File: config.mk
export PLATFORM = sky130hd
export DESIGN_NAME = lvds_rd_arbiter
export DESIGN_NICKNAME = d
export VERILOG_FILES = /design/src/rtl/lvds_arb_pkg.sv /design/src/rtl/lvds_rr_pick.sv /design/src/rtl/lvds_rd_arbiter.sv
export SDC_FILE = /design/constraint.sdc
export NUM_CORES = 1
export LEC_CHECK = 0
export ABC_CLOCK_PERIOD_IN_PS = 2600
export CAP_MARGIN = 20
export CORE_MARGIN = 3
export CORE_UTILIZATION = 32
export CTS_CLUSTER_DIAMETER = 60
export DETAILED_ROUTE_END_ITERATION = 6
export PLACE_DENSITY = 0.88
export SETUP_SLACK_MARGIN = 0.15
export SYNTH_ARGS = -nofsm -noshare
export SYNTH_HDL_FRONTEND = slang
export SYNTH_HIERARCHICAL = 1
export SYNTH_SLANG_ARGS = --single-unit
File: constraint.sdc
create_clock -name CLK -period 2.6 [get_ports CLK]
set_input_delay 0.65 -clock CLK [delete_from_list [all_inputs] [get_ports CLK]]
set_output_delay 0.65 -clock CLK [all_outputs]
set_load 0.01 [all_outputs]
File: src/rtl/lvds_arb_pkg.sv
// Shared definitions for the LVDS read-buffer arbiter: FSM state encoding,
// default bus widths and the receiver "frame complete" status code.
package lvds_arb_pkg;

    localparam int ADDR_W_DEFAULT = 9;
    localparam int DATA_W_DEFAULT = 32;

    // LVDS receiver status value meaning a full frame sits in the buffer.
    localparam logic [7:0] FRAME_DONE = 8'h02;

    typedef enum logic [1:0] {
        ST_IDLE  = 2'd0,
        ST_BURST = 2'd1,
        ST_DRAIN = 2'd2
    } arb_state_t;

endpackage

File: src/rtl/lvds_rr_pick.sv
// Two-way round-robin picker: the requester named by ptr wins a tie,
// otherwise whichever single requester is active wins. One-hot output.
module lvds_rr_pick (
    input  logic [1:0] req,
    input  logic       ptr,
    output logic [1:0] gnt
);

    // Priority order flips with the pointer.
    always_comb begin
        gnt = 2'b00;
        if (ptr == 1'b0) begin
            if (req[0])      gnt = 2'b01;
            else if (req[1]) gnt = 2'b10;
        end else begin
            if (req[1])      gnt = 2'b10;
            else if (req[0]) gnt = 2'b01;
        end
    end

endmodule

File: src/rtl/lvds_rd_arbiter.sv
// Arbitrates two burst readers onto the single read port of the LVDS
// receive buffer. Optional frame gating: define LVDS_ARB_FRAME_GATE_EN to add
// the LVDS_STATE input and only grant while it reports FRAME_DONE.
// READY is combinational from VALID so a grant lands in the request cycle;
// RDATA is a masked pass-through of BUF_RD, which already lags BUF_RADDR by
// one cycle and therefore lines up with the registered RVALID.
module lvds_rd_arbiter
    import lvds_arb_pkg::*;
#(
    parameter int ADDR_W = ADDR_W_DEFAULT,
    parameter int DATA_W = DATA_W_DEFAULT
) (
    input  logic              CLK,
    input  logic              RST,

    input  logic              REQ0_VALID,
    input  logic [ADDR_W-1:0] REQ0_ADDR,
    input  logic [3:0]        REQ0_LEN,
    output logic              REQ0_READY,
    output logic              REQ0_RVALID,
    output logic [DATA_W-1:0] REQ0_RDATA,
    output logic              REQ0_RLAST,

    input  logic              REQ1_VALID,
    input  logic [ADDR_W-1:0] REQ1_ADDR,
    input  logic [3:0]        REQ1_LEN,
    output logic              REQ1_READY,
    output logic              REQ1_RVALID,
    output logic [DATA_W-1:0] REQ1_RDATA,
    output logic              REQ1_RLAST,

    output logic [ADDR_W-1:0] BUF_RADDR,
    input  logic [DATA_W-1:0] BUF_RD,
`ifdef LVDS_ARB_FRAME_GATE_EN
    input  logic [7:0]        LVDS_STATE,
`endif
    output arb_state_t        DBG_STATE
);

    arb_state_t        state_q, state_d;
    logic              ptr_q, ptr_d;       // round-robin: requester favoured on a tie
    logic              sel_q, sel_d;       // requester owning the current burst
    logic [3:0]        len_q, len_d;
    logic [3:0]        beat_q, beat_d;
    logic [ADDR_W-1:0] raddr_q, raddr_d;
    logic              rvalid_q, rvalid_d;
    logic              rlast_q, rlast_d;

    logic              grant_en;
    logic [1:0]        pick;
    logic [1:0]        grant_vec;

    lvds_rr_pick u_pick (
        .req (({REQ1_VALID, REQ0_VALID})),
        .ptr (ptr_q),
        .gnt (pick)
    );

    // Grant qualification: never during reset, optionally only on a full frame.
    always_comb begin
`ifdef LVDS_ARB_FRAME_GATE_EN
        grant_en = !RST && (LVDS_STATE == FRAME_DONE);
`else
        grant_en = !RST;
`endif
        grant_vec = (state_q == ST_IDLE && grant_en) ? pick : 2'b00;
    end

    // Next-state logic for the IDLE -> BURST -> DRAIN sequence.
    always_comb begin
        state_d  = state_q;
        ptr_d    = ptr_q;
        sel_d    = sel_q;
        len_d    = len_q;
        beat_d   = beat_q;
        raddr_d  = raddr_q;
        rvalid_d = 1'b0;
        rlast_d  = 1'b0;
        case (state_q)
            ST_IDLE: begin
                if (grant_vec != 2'b00) begin
                    sel_d   = grant_vec[1];
                    raddr_d = grant_vec[1] ? REQ1_ADDR : REQ0_ADDR;
                    len_d   = grant_vec[1] ? REQ1_LEN : REQ0_LEN;
                    beat_d  = 4'd0;
                    state_d = ST_BURST;
                end
            end
            ST_BURST: begin
                // Each address cycle produces a data beat on the next cycle.
                rvalid_d = 1'b1;
                rlast_d  = (beat_q == len_q);
                if (beat_q == len_q) begin
                    state_d = ST_DRAIN;
                end else begin
                    beat_d  = beat_q + 4'd1;
                    raddr_d = raddr_q + ADDR_W'(1);
                end
            end
            ST_DRAIN: begin
                // Burst done: hand priority to the other requester.
                ptr_d   = ~sel_q;
                state_d = ST_IDLE;
            end
            default: state_d = ST_IDLE;
        endcase
    end

    // State registers; reset aborts any burst and clears every output.
    always_ff @(posedge CLK) begin
        if (RST) begin
            state_q  <= ST_IDLE;
            ptr_q    <= 1'b0;
            sel_q    <= 1'b0;
            len_q    <= 4'd0;
            beat_q   <= 4'd0;
            raddr_q  <= '0;
            rvalid_q <= 1'b0;
            rlast_q  <= 1'b0;
        end else begin
            state_q  <= state_d;
            ptr_q    <= ptr_d;
            sel_q    <= sel_d;
            len_q    <= len_d;
            beat_q   <= beat_d;
            raddr_q  <= raddr_d;
            rvalid_q <= rvalid_d;
            rlast_q  <= rlast_d;
        end
    end

    // Route the beat to the owning requester only; the other side stays 0.
    always_comb begin
        REQ0_READY  = grant_vec[0];
        REQ1_READY  = grant_vec[1];
        REQ0_RVALID = rvalid_q & ~sel_q;
        REQ1_RVALID = rvalid_q & sel_q;
        REQ0_RLAST  = rlast_q & ~sel_q;
        REQ1_RLAST  = rlast_q & sel_q;
        REQ0_RDATA  = REQ0_RVALID ? BUF_RD : '0;
        REQ1_RDATA  = REQ1_RVALID ? BUF_RD : '0;
        BUF_RADDR   = raddr_q;
        DBG_STATE   = state_q;
    end

endmodule

Word-level counts from Yosys, hierarchy flattened

Index checks and enable logic that the tools add are counted.

$add $sub $neg: 2
Eq/ne operators: 6
Multiplexer cells: 20
Bitwise logic cells: 6
Reduce and logical (&&, ||, !) cells: 9

Operator list:

| kind                                                             | number |
|---|---|
| 32-bit 2-to-1 mux                                                | 2 |
| 9-bit 2-to-1 mux                                                 | 3 |
| 9-bit case mux with 2 select lines                               | 1 |
| 2-bit 2-to-1 mux                                                 | 7 |
| 4-bit 2-to-1 mux                                                 | 3 |
| 9-bit by 1-bit adder with 9-bit output (second input constant)   | 1 |
| 4-bit case mux with 2 select lines                               | 1 |
| 4-bit by 1-bit adder with 4-bit output (second input constant)   | 1 |
| 1-bit bitwise AND                                                | 4 |
| 4-bit == test                                                    | 1 |
| 2-bit != test (second input constant)                            | 2 |
| 2-bit case mux with 2 select lines                               | 1 |
| 2-bit AND reduction                                              | 2 |
| 2-bit nonzero test                                               | 2 |
| 3-bit AND reduction                                              | 1 |
| 2-bit by 1-bit == test with 1-bit output (second input constant) | 1 |
| 2-bit == test (second input constant)                            | 1 |
| 2-bit zero test                                                  | 1 |
| 1-bit 2-to-1 mux                                                 | 2 |
| 2-bit by 1-bit != test with 1-bit output (second input constant) | 1 |
| 1-bit inverter                                                   | 2 |
| 2-bit OR reduction                                               | 1 |
| 1-bit logical AND                                                | 1 |
| 1-bit zero test                                                  | 1 |

Flip-flop bits (word level): 23
Bits of input ports: 62
Output and inout port bits: 81
Logic and storage cells: 51

Longest topological paths before layout

Gate-level depths: netlist of run 1.

Depth in word-level cells: 7
Mapped depth: 7
Mapped depth without buffers: 6

By module

The synthesis of run 1 kept the hierarchy.

By module, submodules not included:

| module          | instances | cells each | area each (um^2) | seq. area each (um^2) |
|---|---|---|---|---|
| lvds_rd_arbiter | 1         | 233        | 1826.8           | 460.4 |
| lvds_rr_pick    | 1         | 3          | 18.8             | 0.0 |

Least setup slack after synthesis of run 1

No wires, ideal clock.

Path type: input port to flip-flop
Start point: in REQ1_VALID
End point: reg raddr_q[0] (netlist: BUF_RADDR[0])
Library setup time: 0.127 ns
Data arrival time: 1.927 ns
Data required time: 2.473 ns
Setup slack: 0.546 ns
Stages on the path: 6
Path buffers: 1
Cell sequence: a21boi_1 > nor4b_4 > buf_6 > mux2_2 > o221ai_1 > o21ai_0

Cells in the longest elaborated chain, start to end: 7
Elaborated cells on any way between the ends: 11
Those cells by class: eq/ne: 1; mux: 8; reduce/logical: 2

RTL lines:

| what                                                                                | RTL line                                     | text |
|---|---|---|
| start: declaration                                                                  | lvds_rd_arbiter.sv:24                        | `input logic REQ1_VALID,` |
| 2-bit 2-to-1 mux                                                                    | lvds_rr_pick.sv:14                           | `else if (req[1]) gnt = 2'b10;` |
| 2-bit 2-to-1 mux                                                                    | lvds_rr_pick.sv:13                           | `if (req[0]) gnt = 2'b01;` |
| 2-bit 2-to-1 mux *                                                                  | lvds_rr_pick.sv:12                           | `if (ptr == 1'b0) begin` |
| 2-bit 2-to-1 mux *                                                                  | lvds_rd_arbiter.sv:66                        | `grant_vec = (state_q == ST_IDLE && grant_en) ? pick : 2'b00;` |
| net REQ1_READY                                                                      | lvds_rd_arbiter.sv:27                        | `output logic REQ1_READY,` |
| 9-bit 2-to-1 mux / 2-bit nonzero test (equally long branches)                       | lvds_rd_arbiter.sv:83, lvds_rd_arbiter.sv:81 |  |
| 9-bit 2-to-1 mux / 2-bit by 1-bit != test with 1-bit output (equally long branches) | n/a                                          |  |
| 9-bit case mux with 2 select lines / 3-bit AND reduction (equally long branches)    | n/a                                          |  |
| end signal: assignment                                                              | lvds_rd_arbiter.sv:126                       | `raddr_q <= raddr_d;` |
| end: declaration                                                                    | lvds_rd_arbiter.sv:45                        | `logic [ADDR_W-1:0] raddr_q, raddr_d;` |

Mark *: on every way through the listed nets, which the timed path passes. The rest lies on a longest branch. The select of a mux whose other input is x is not followed.
A chain may end at the register's enable or synchronous reset.

Final worst setup path of run 1

Start point: in BUF_RD[11]
End point: out REQ0_RDATA[11]

Cells in the longest elaborated chain, start to end: 1

RTL lines:

| what               | RTL line               | text |
|---|---|---|
| start: declaration | lvds_rd_arbiter.sv:33  | `input logic [DATA_W-1:0] BUF_RD,` |
| 32-bit 2-to-1 mux  | lvds_rd_arbiter.sv:140 | `REQ0_RDATA = REQ0_RVALID ? BUF_RD : '0;` |
| end: declaration   | lvds_rd_arbiter.sv:21  | `output logic [DATA_W-1:0] REQ0_RDATA,` |

Every way passes these cells.

==> impl_results.md, run 1 <==
* Status: complete, no violations
* Ranking of synthesized cells by area: dfxtp_1 25%, and2_1 12%, and3_1 11%
* Initial Util at 0.333
* Commonest register cell after synthesis: dfxtp_1
* Setup violators final at 0
* Sequential area share after synthesis at 0.249
* Synthesized area per cell at 7.82 um2
* Critical path fanouts, max at 2
* Core Rows at 27
* Placed Area at 3370 um2
* Layout cell share with drive strength beyond 1 at 0.0902
* Synthesized area at 1850 um2
* Final Skew at 0.00827 ns
* CP endpoint kind: primary output
* Most frequent cells in the layout: 87 x clkdlybuf4s50_1, 35 x and2_1, 33 x and3_1
* Slew at the pin with the worst max-slew slack at 0.445 ns
* Die area at 6710 um2
* Design Area, Final at 3470 um2
* TritonCTS clock tree: yes
* DRC Markers at 0
* Worst-Skew Late Latency at 0.28 ns
* Power per Cell Area at 310 nW/um2
* Min-delay worst type: flop to flop
* Clock slew at reported path FFs at 0.09 ns
* Min-delay src: beat_q[3]
* Synth top area share at 0.249
* Dpl hpwl at 5440 um
* DRT Pass-1 Iters at 4
* Routed WL at 6920 um
* Vias per std cell at 5.19
* Maximum number of pins on one net before global-route repair at 26
* CTS Buffer Depth at 2
* Register bit count reported by yosys at 23
* Commonest non-fill, non-tap cell in the layout: clkdlybuf4s50_1
* Max transition margin at 0.703
* CP required at 1.95 ns
* Max cap viols at 0
* CP Launch Point: BUF_RD[11]
* P&R area growth vs syn at 87.9%
* Post-synthesis cell type count at 52
* Fin nets at 442
* Global-route usage over all layers at 0.189
* First-pass GRT wire length at 10100 um
* Lkg Pwr at 1.99 nW
* Iteration-0 DRC Markers at 137
* Hold_buf cts at 0
* Post-synth top area cell: dfxtp_1
* Vias in the first global route at 2051
* DIE HEIGHT at 81.9 um
* Dpl ws at -0.405 ns
* Clk root buf: clkbuf_8
* DR WL/cell at 15.4 um
* Post-synth EDFFs at 0
* Max rail drop VDD at 0.000328 V
* Post-Syn Instances at 236
* Core area at 5540 um2
* Final period util at 0.934
* GP Congestion at 0.832
* GRT overflow at 0
* Fmax at 412 MHz
* RSZ-0062 raised after global routing: true
* Clock sinks at 23
* Num CTS Buffers at 3
* Max-slew violations at 0
* Startpoint Class: primary input
* FFs w/ async S/R, synth at 0
* Final std cells w/o fill at 449
* R2R Path Start: ptr_q
* H-Tree Depth at 1
* N_diodes at 0
* Post-synth net total at 300
* Worst setup margin at 0.172 ns
* I/O Buffers at 142
* Placed insts at 445
* Antenna violations before repair at 0
* Worst EP arrival at 1.78 ns
* Post CTS Setup Buffer Count at 0
* Tmin final at 2.43 ns
* Post-route ant nets at 0
* Ys Warns at 6
* Die width at 81.9 um
* I/O pins at 143
* Final Hold Viols at 0
* Routed via count at 2331
* Crit Path Class: primary input to primary output
## path summary, 6_finish.rpt
check	endpoint	slack (ns)	cells past startpoint
setup reg to reg	BUF_RADDR[0]	0.63	7
setup / recovery	REQ0_RDATA[11]	0.17	3
hold / removal	beat_q[3]	0.50	1
hold reg to reg	beat_q[3]	0.50	1
## layout make-up
class | instances | area [um2]
multi-input combinational | 187 | 1280
sequential | 23 | 460
fill | 506 | 2070
timing repair buffer | 158 | 1570
inverter | 5 | 18.8
clock buffer | 3 | 41.3
tap | 72 | 90.1
clock inverter | 1 | 5.00
## repair_timing
action	CTS	global route
resized for setup	34	28
pin swaps	0	1
cloned	0	0
endpoints found under the setup margin	28	32
## logic make-up after synthesis
family,count (synthesis),synth area share
xor gates and xnor gates,4,0.0190
buffers and inverters,26,0.0658
DFF,23,0.249
muxes,8,0.0454
and+or+nand+nor,122,0.388
adders and majority gates,2,0.0136
AOI/OAI and AO/OA,51,0.218
## stage by stage
stage | total power [mW] | hold WS (ns) | setup TNS (ns) | utilization
global placement | 0.848 | 0.477 | -0.839 | 0.609
global route | 1.14 | 0.542 | 0 | 0.626
CTS | 1.08 | 0.501 | 0 | 0.613
floorplan | 0.619 | 0.463 | 0 | -
detailed placement | 0.857 | 0.488 | -1.09 | 0.609
finish | 1.08 | 0.500 | 0 | 0.626
## report_power, final
part / internal, mW / total, mW / switching, mW
clock network: 0.107 / 0.232 / 0.125
registers: 0.380 / 0.417 / 0.0369
logic: 0.241 / 0.427 / 0.186
## per-layer routing
layer,track usage,up-vias,part of all wire
met5,0,-,0
met4,0.0349,0,0.0074
met3,0.0417,7,0.11
met2,0.352,116,0.52
met1,0.220,1058,0.37
li1,-,1150,-
## worst max-delay path, cell delays in order
cell and delay, ns:
clkdlybuf4s50_1 0.47, and2_1 0.12, clkdlybuf4s50_1 0.53
## Yosys cell counts (all sizes together) (2+ instances only)
| library cell | instances |
|---|---|
| and2 | 36 |
| and3 | 33 |
| dfxtp | 23 |
| nand2 | 16 |
| clkbuf | 14 |
| a21oi | 9 |
| nor2 | 9 |
| a211oi | 7 |
| buf | 7 |
| nand3 | 6 |
| inv | 5 |
| mux2i | 5 |
| a22oi | 4 |
| nand4 | 4 |
| nor2b | 4 |
| nor3 | 4 |
| o21ai | 4 |
| o32ai | 4 |
| xnor2 | 4 |
| a41oi | 3 |
| mux2 | 3 |
| nand2b | 3 |
| a21boi | 2 |
| a31oi | 2 |
| a41o | 2 |
| ha | 2 |
| o221a | 2 |
| or3 | 2 |
## flip-flops by register name, indices dropped and copies added, names as in the netlist
name and flops:
beat_q 4, rlast_q 1, BUF_RADDR 9, rvalid_q 1, ptr_q 1, sel_q 1, DBG_STATE 2, len_q 4
(Power assumes the default switching activity.)
==> run 2: changes to the inputs <==
--- a/config.mk
+++ b/config.mk
@@ -5,7 +5,6 @@
 export SDC_FILE = /design/constraint.sdc
 export NUM_CORES = 1
 export LEC_CHECK = 0
-export ABC_CLOCK_PERIOD_IN_PS = 2600
 export CAP_MARGIN = 20
 export CORE_MARGIN = 3
 export CORE_UTILIZATION = 32
==> results of run 2 <==
Final layout, timing and power as in run 1 (identical DEF).
==> run 3: changes to the inputs <==
--- a/config.mk
+++ b/config.mk
@@ -10,6 +10,7 @@
 export CORE_UTILIZATION = 32
 export CTS_CLUSTER_DIAMETER = 60
 export DETAILED_ROUTE_END_ITERATION = 6
+export GPL_TIMING_DRIVEN = 0
 export PLACE_DENSITY = 0.88
 export SETUP_SLACK_MARGIN = 0.15
 export SYNTH_ARGS = -nofsm -noshare
==> run 3 against run 2 <==
Effect of this change: clock power decreased by 4%; critical path type unchanged; non-clock buffer count increased by 8; highest routed layer unchanged; worst hold slack improved by 0.011 ns; largest cell class unchanged; final area increased by 0.87%.
==> impl_results.md, run 3 (synthesis gave the netlist of run 1 again) <==
* Gr busiest metal: met2
* Layout cell share with drive strength beyond 1 at 0.0987 (+0.00852)
* Status: complete, no violations
* Critical path fanouts, max at 2 (unchanged)
* Slew at the pin with the worst max-slew slack at 0.515 ns (+0.0695 ns)
* Clock sinks at 23 (unchanged)
* Routed via count at 2452 (+5.2%)
* Top cell by count, worst path: clkdlybuf4s50_1
* Sequential Area at 464 um2 (+0.82%)
* I/O pins at 143 (unchanged)
* Dpl ws at -0.592 ns (-0.187 ns)
* Max cap viols at 0 (unchanged)
* First-pass GRT wire length at 10500 um (+3.3%)
* Max reg flops at 9 (unchanged)
* DRT Pass-1 Iters at 5 (+1)
* DIE HEIGHT at 81.9 um (unchanged)
* Worst-case reg-to-reg path depth at 8 (+1)
* Lkg Pwr at 1.98 nW (-0.58%)
* Startpoint Class: primary input
* RSZ-0062 raised after global routing: true
* Worst-Skew Late Latency at 0.26 ns (-0.02 ns)
* Dpl hpwl at 5640 um (+3.8%)
* Vias in the first global route at 2140 (+4.3%)
* DRC Markers at 0 (unchanged)
* DR WL/cell at 15.8 um (+2.5%)
* Die width at 81.9 um (unchanged)
* Buffer and inverter count on the worst path at 2 (unchanged)
* Worst EP arrival at 1.80 ns (+0.02 ns)
* Maximum number of pins on one net before global-route repair at 13 (-50%)
* Most frequent cells in the layout: 87 x clkdlybuf4s50_1, 35 x and2_1, 33 x and3_1
* Setup violators final at 0 (unchanged)
* Layout fillers at 493 (-2.6%)
* Core area at 5540 um2 (unchanged)
* Routed WL at 7230 um (+4.4%)
* Worst setup margin at 0.152 ns (-0.0201 ns)
* WP depth at 3 (unchanged)
* Hold_buf cts at 0 (unchanged)
* Slowest CP cell: clkdlybuf4s50_1
* Vias per std cell at 5.37 (+3.3%)
* R2R setup slack at 0.66 ns (+0.03 ns)
* Iteration-0 DRC Markers at 109 (-20%)
* CTS Buffer Depth at 2 (unchanged)
* CP endpoint kind: primary output
* Commonest non-fill, non-tap cell in the layout: clkdlybuf4s50_1
* Tmin final at 2.45 ns (+0.0201 ns)
* Antenna violations before repair at 0 (unchanged)
* Num CTS Buffers at 3 (unchanged)
* GR Layer Usage met1 at 0.231 (+0.0110)
* GRT overflow at 0 (unchanged)
* Final period util at 0.941 (+0.00772)
* I/O Buffers at 141 (-0.70%)
* Post-route ant nets at 0 (unchanged)
* Clk root buf: clkbuf_8
* Die area at 6710 um2 (unchanged)
* Fin nets at 450 (+1.8%)
* P&R area growth vs syn at 89.6%
* Fmax at 409 MHz (-0.82%)
* Grt met3 use at 0.0384 (-0.00329)
* Max rail drop VDD at 0.000317 V (-3.2%)
* Final Hold Viols at 0 (unchanged)
* Initial Util at 0.333 (unchanged)
* CP required at 1.95 ns (about the same)
* Crit Path Class: primary input to primary output
* Max incr delay on CP at 0.53 ns (about the same)
* Min-delay worst type: flop to flop
* Hold Slack at 0.511 ns (+0.0114 ns)
* Core Rows at 27 (unchanged)
* Worst path cell trace: clkdlybuf4s50_1 -> and2_1 -> clkdlybuf4s50_1
* CP top delay family: buffers and inverters
* Area of the multi-input gates at 1290 um2 (+0.59%)
* Max-slew violations at 0 (unchanged)
* Power per Cell Area at 307 nW/um2 (-1.1%)
* GP Congestion at 0.864 (+4.0%)
* H-Tree Depth at 1 (unchanged)
* Final Skew at 0.00509 ns (-0.00319 ns)
* Max transition margin at 0.657 (-0.0459)
* Global-route usage over all layers at 0.196 (+0.00655)
* Hold Path Cell Cnt at 1 (unchanged)
* Clock slew at reported path FFs at 0.08 ns (about the same)
* Grt met2 use at 0.361 (+0.00889)
* N_diodes at 0 (unchanged)
* TritonCTS clock tree: yes
## run 3: cell type report
type,count,area share
multi-input cells,187,0.368
well taps,72,0.0258
inverters,5,0.00536
flip-flops and latches,23,0.133
clock buffers,4,0.0129
plain buffers,21,0.0361
repair buffers,145,0.420
## run 3: through the flow
step,total power [mW],cell area [um2],instances,setup TNS (ns),util
finish,1.07,3500,457,0,0.631
global route,1.14,3500,457,0,0.631
CTS,1.07,3410,457,0,0.616
detailed placement,0.847,3350,449,-0.846,0.604
global placement,0.838,3350,449,-0.884,0.604
floorplan,0.619,1850,236,0,-
## run 3: worst reg2reg max path: stages, from the launching register on
cell      delay, ns
dfxtp_1        0.37
inv_1          0.09
a21boi_4       0.16
nor4b_4        0.26
buf_6          0.15
buf_4          0.19
mux2_2         0.35
o221ai_1       0.15
o21ai_0        0.10
## run 3: path summary, 6_finish.rpt
path,startpoint,end
setup / recovery,BUF_RD[10],REQ0_RDATA[10]
setup reg to reg,ptr_q,BUF_RADDR[0]
hold / removal,beat_q[3],beat_q[3]
hold reg to reg,beat_q[3],beat_q[3]
## run 3: what timing repair did
item | CTS | global route
resized for setup | 43 | 46
pin swaps | 0 | 0
setup endpoints to repair | 69 | 46
setup buffers | 4 | 0
## run 3: report_power, final
part	total [mW]	switching (mW)	leakage, nW	internal (mW)
registers	0.408	0.0282	0.189	0.380
clock network	0.223	0.113	0.0228	0.109
logic	0.443	0.201	1.77	0.242
## run 3: metal layers
metal,part of all wire,up-vias
met3,0.11,15
met5,0,-
li1,-,1171
met2,0.52,133
met4,0.015,0
met1,0.36,1133
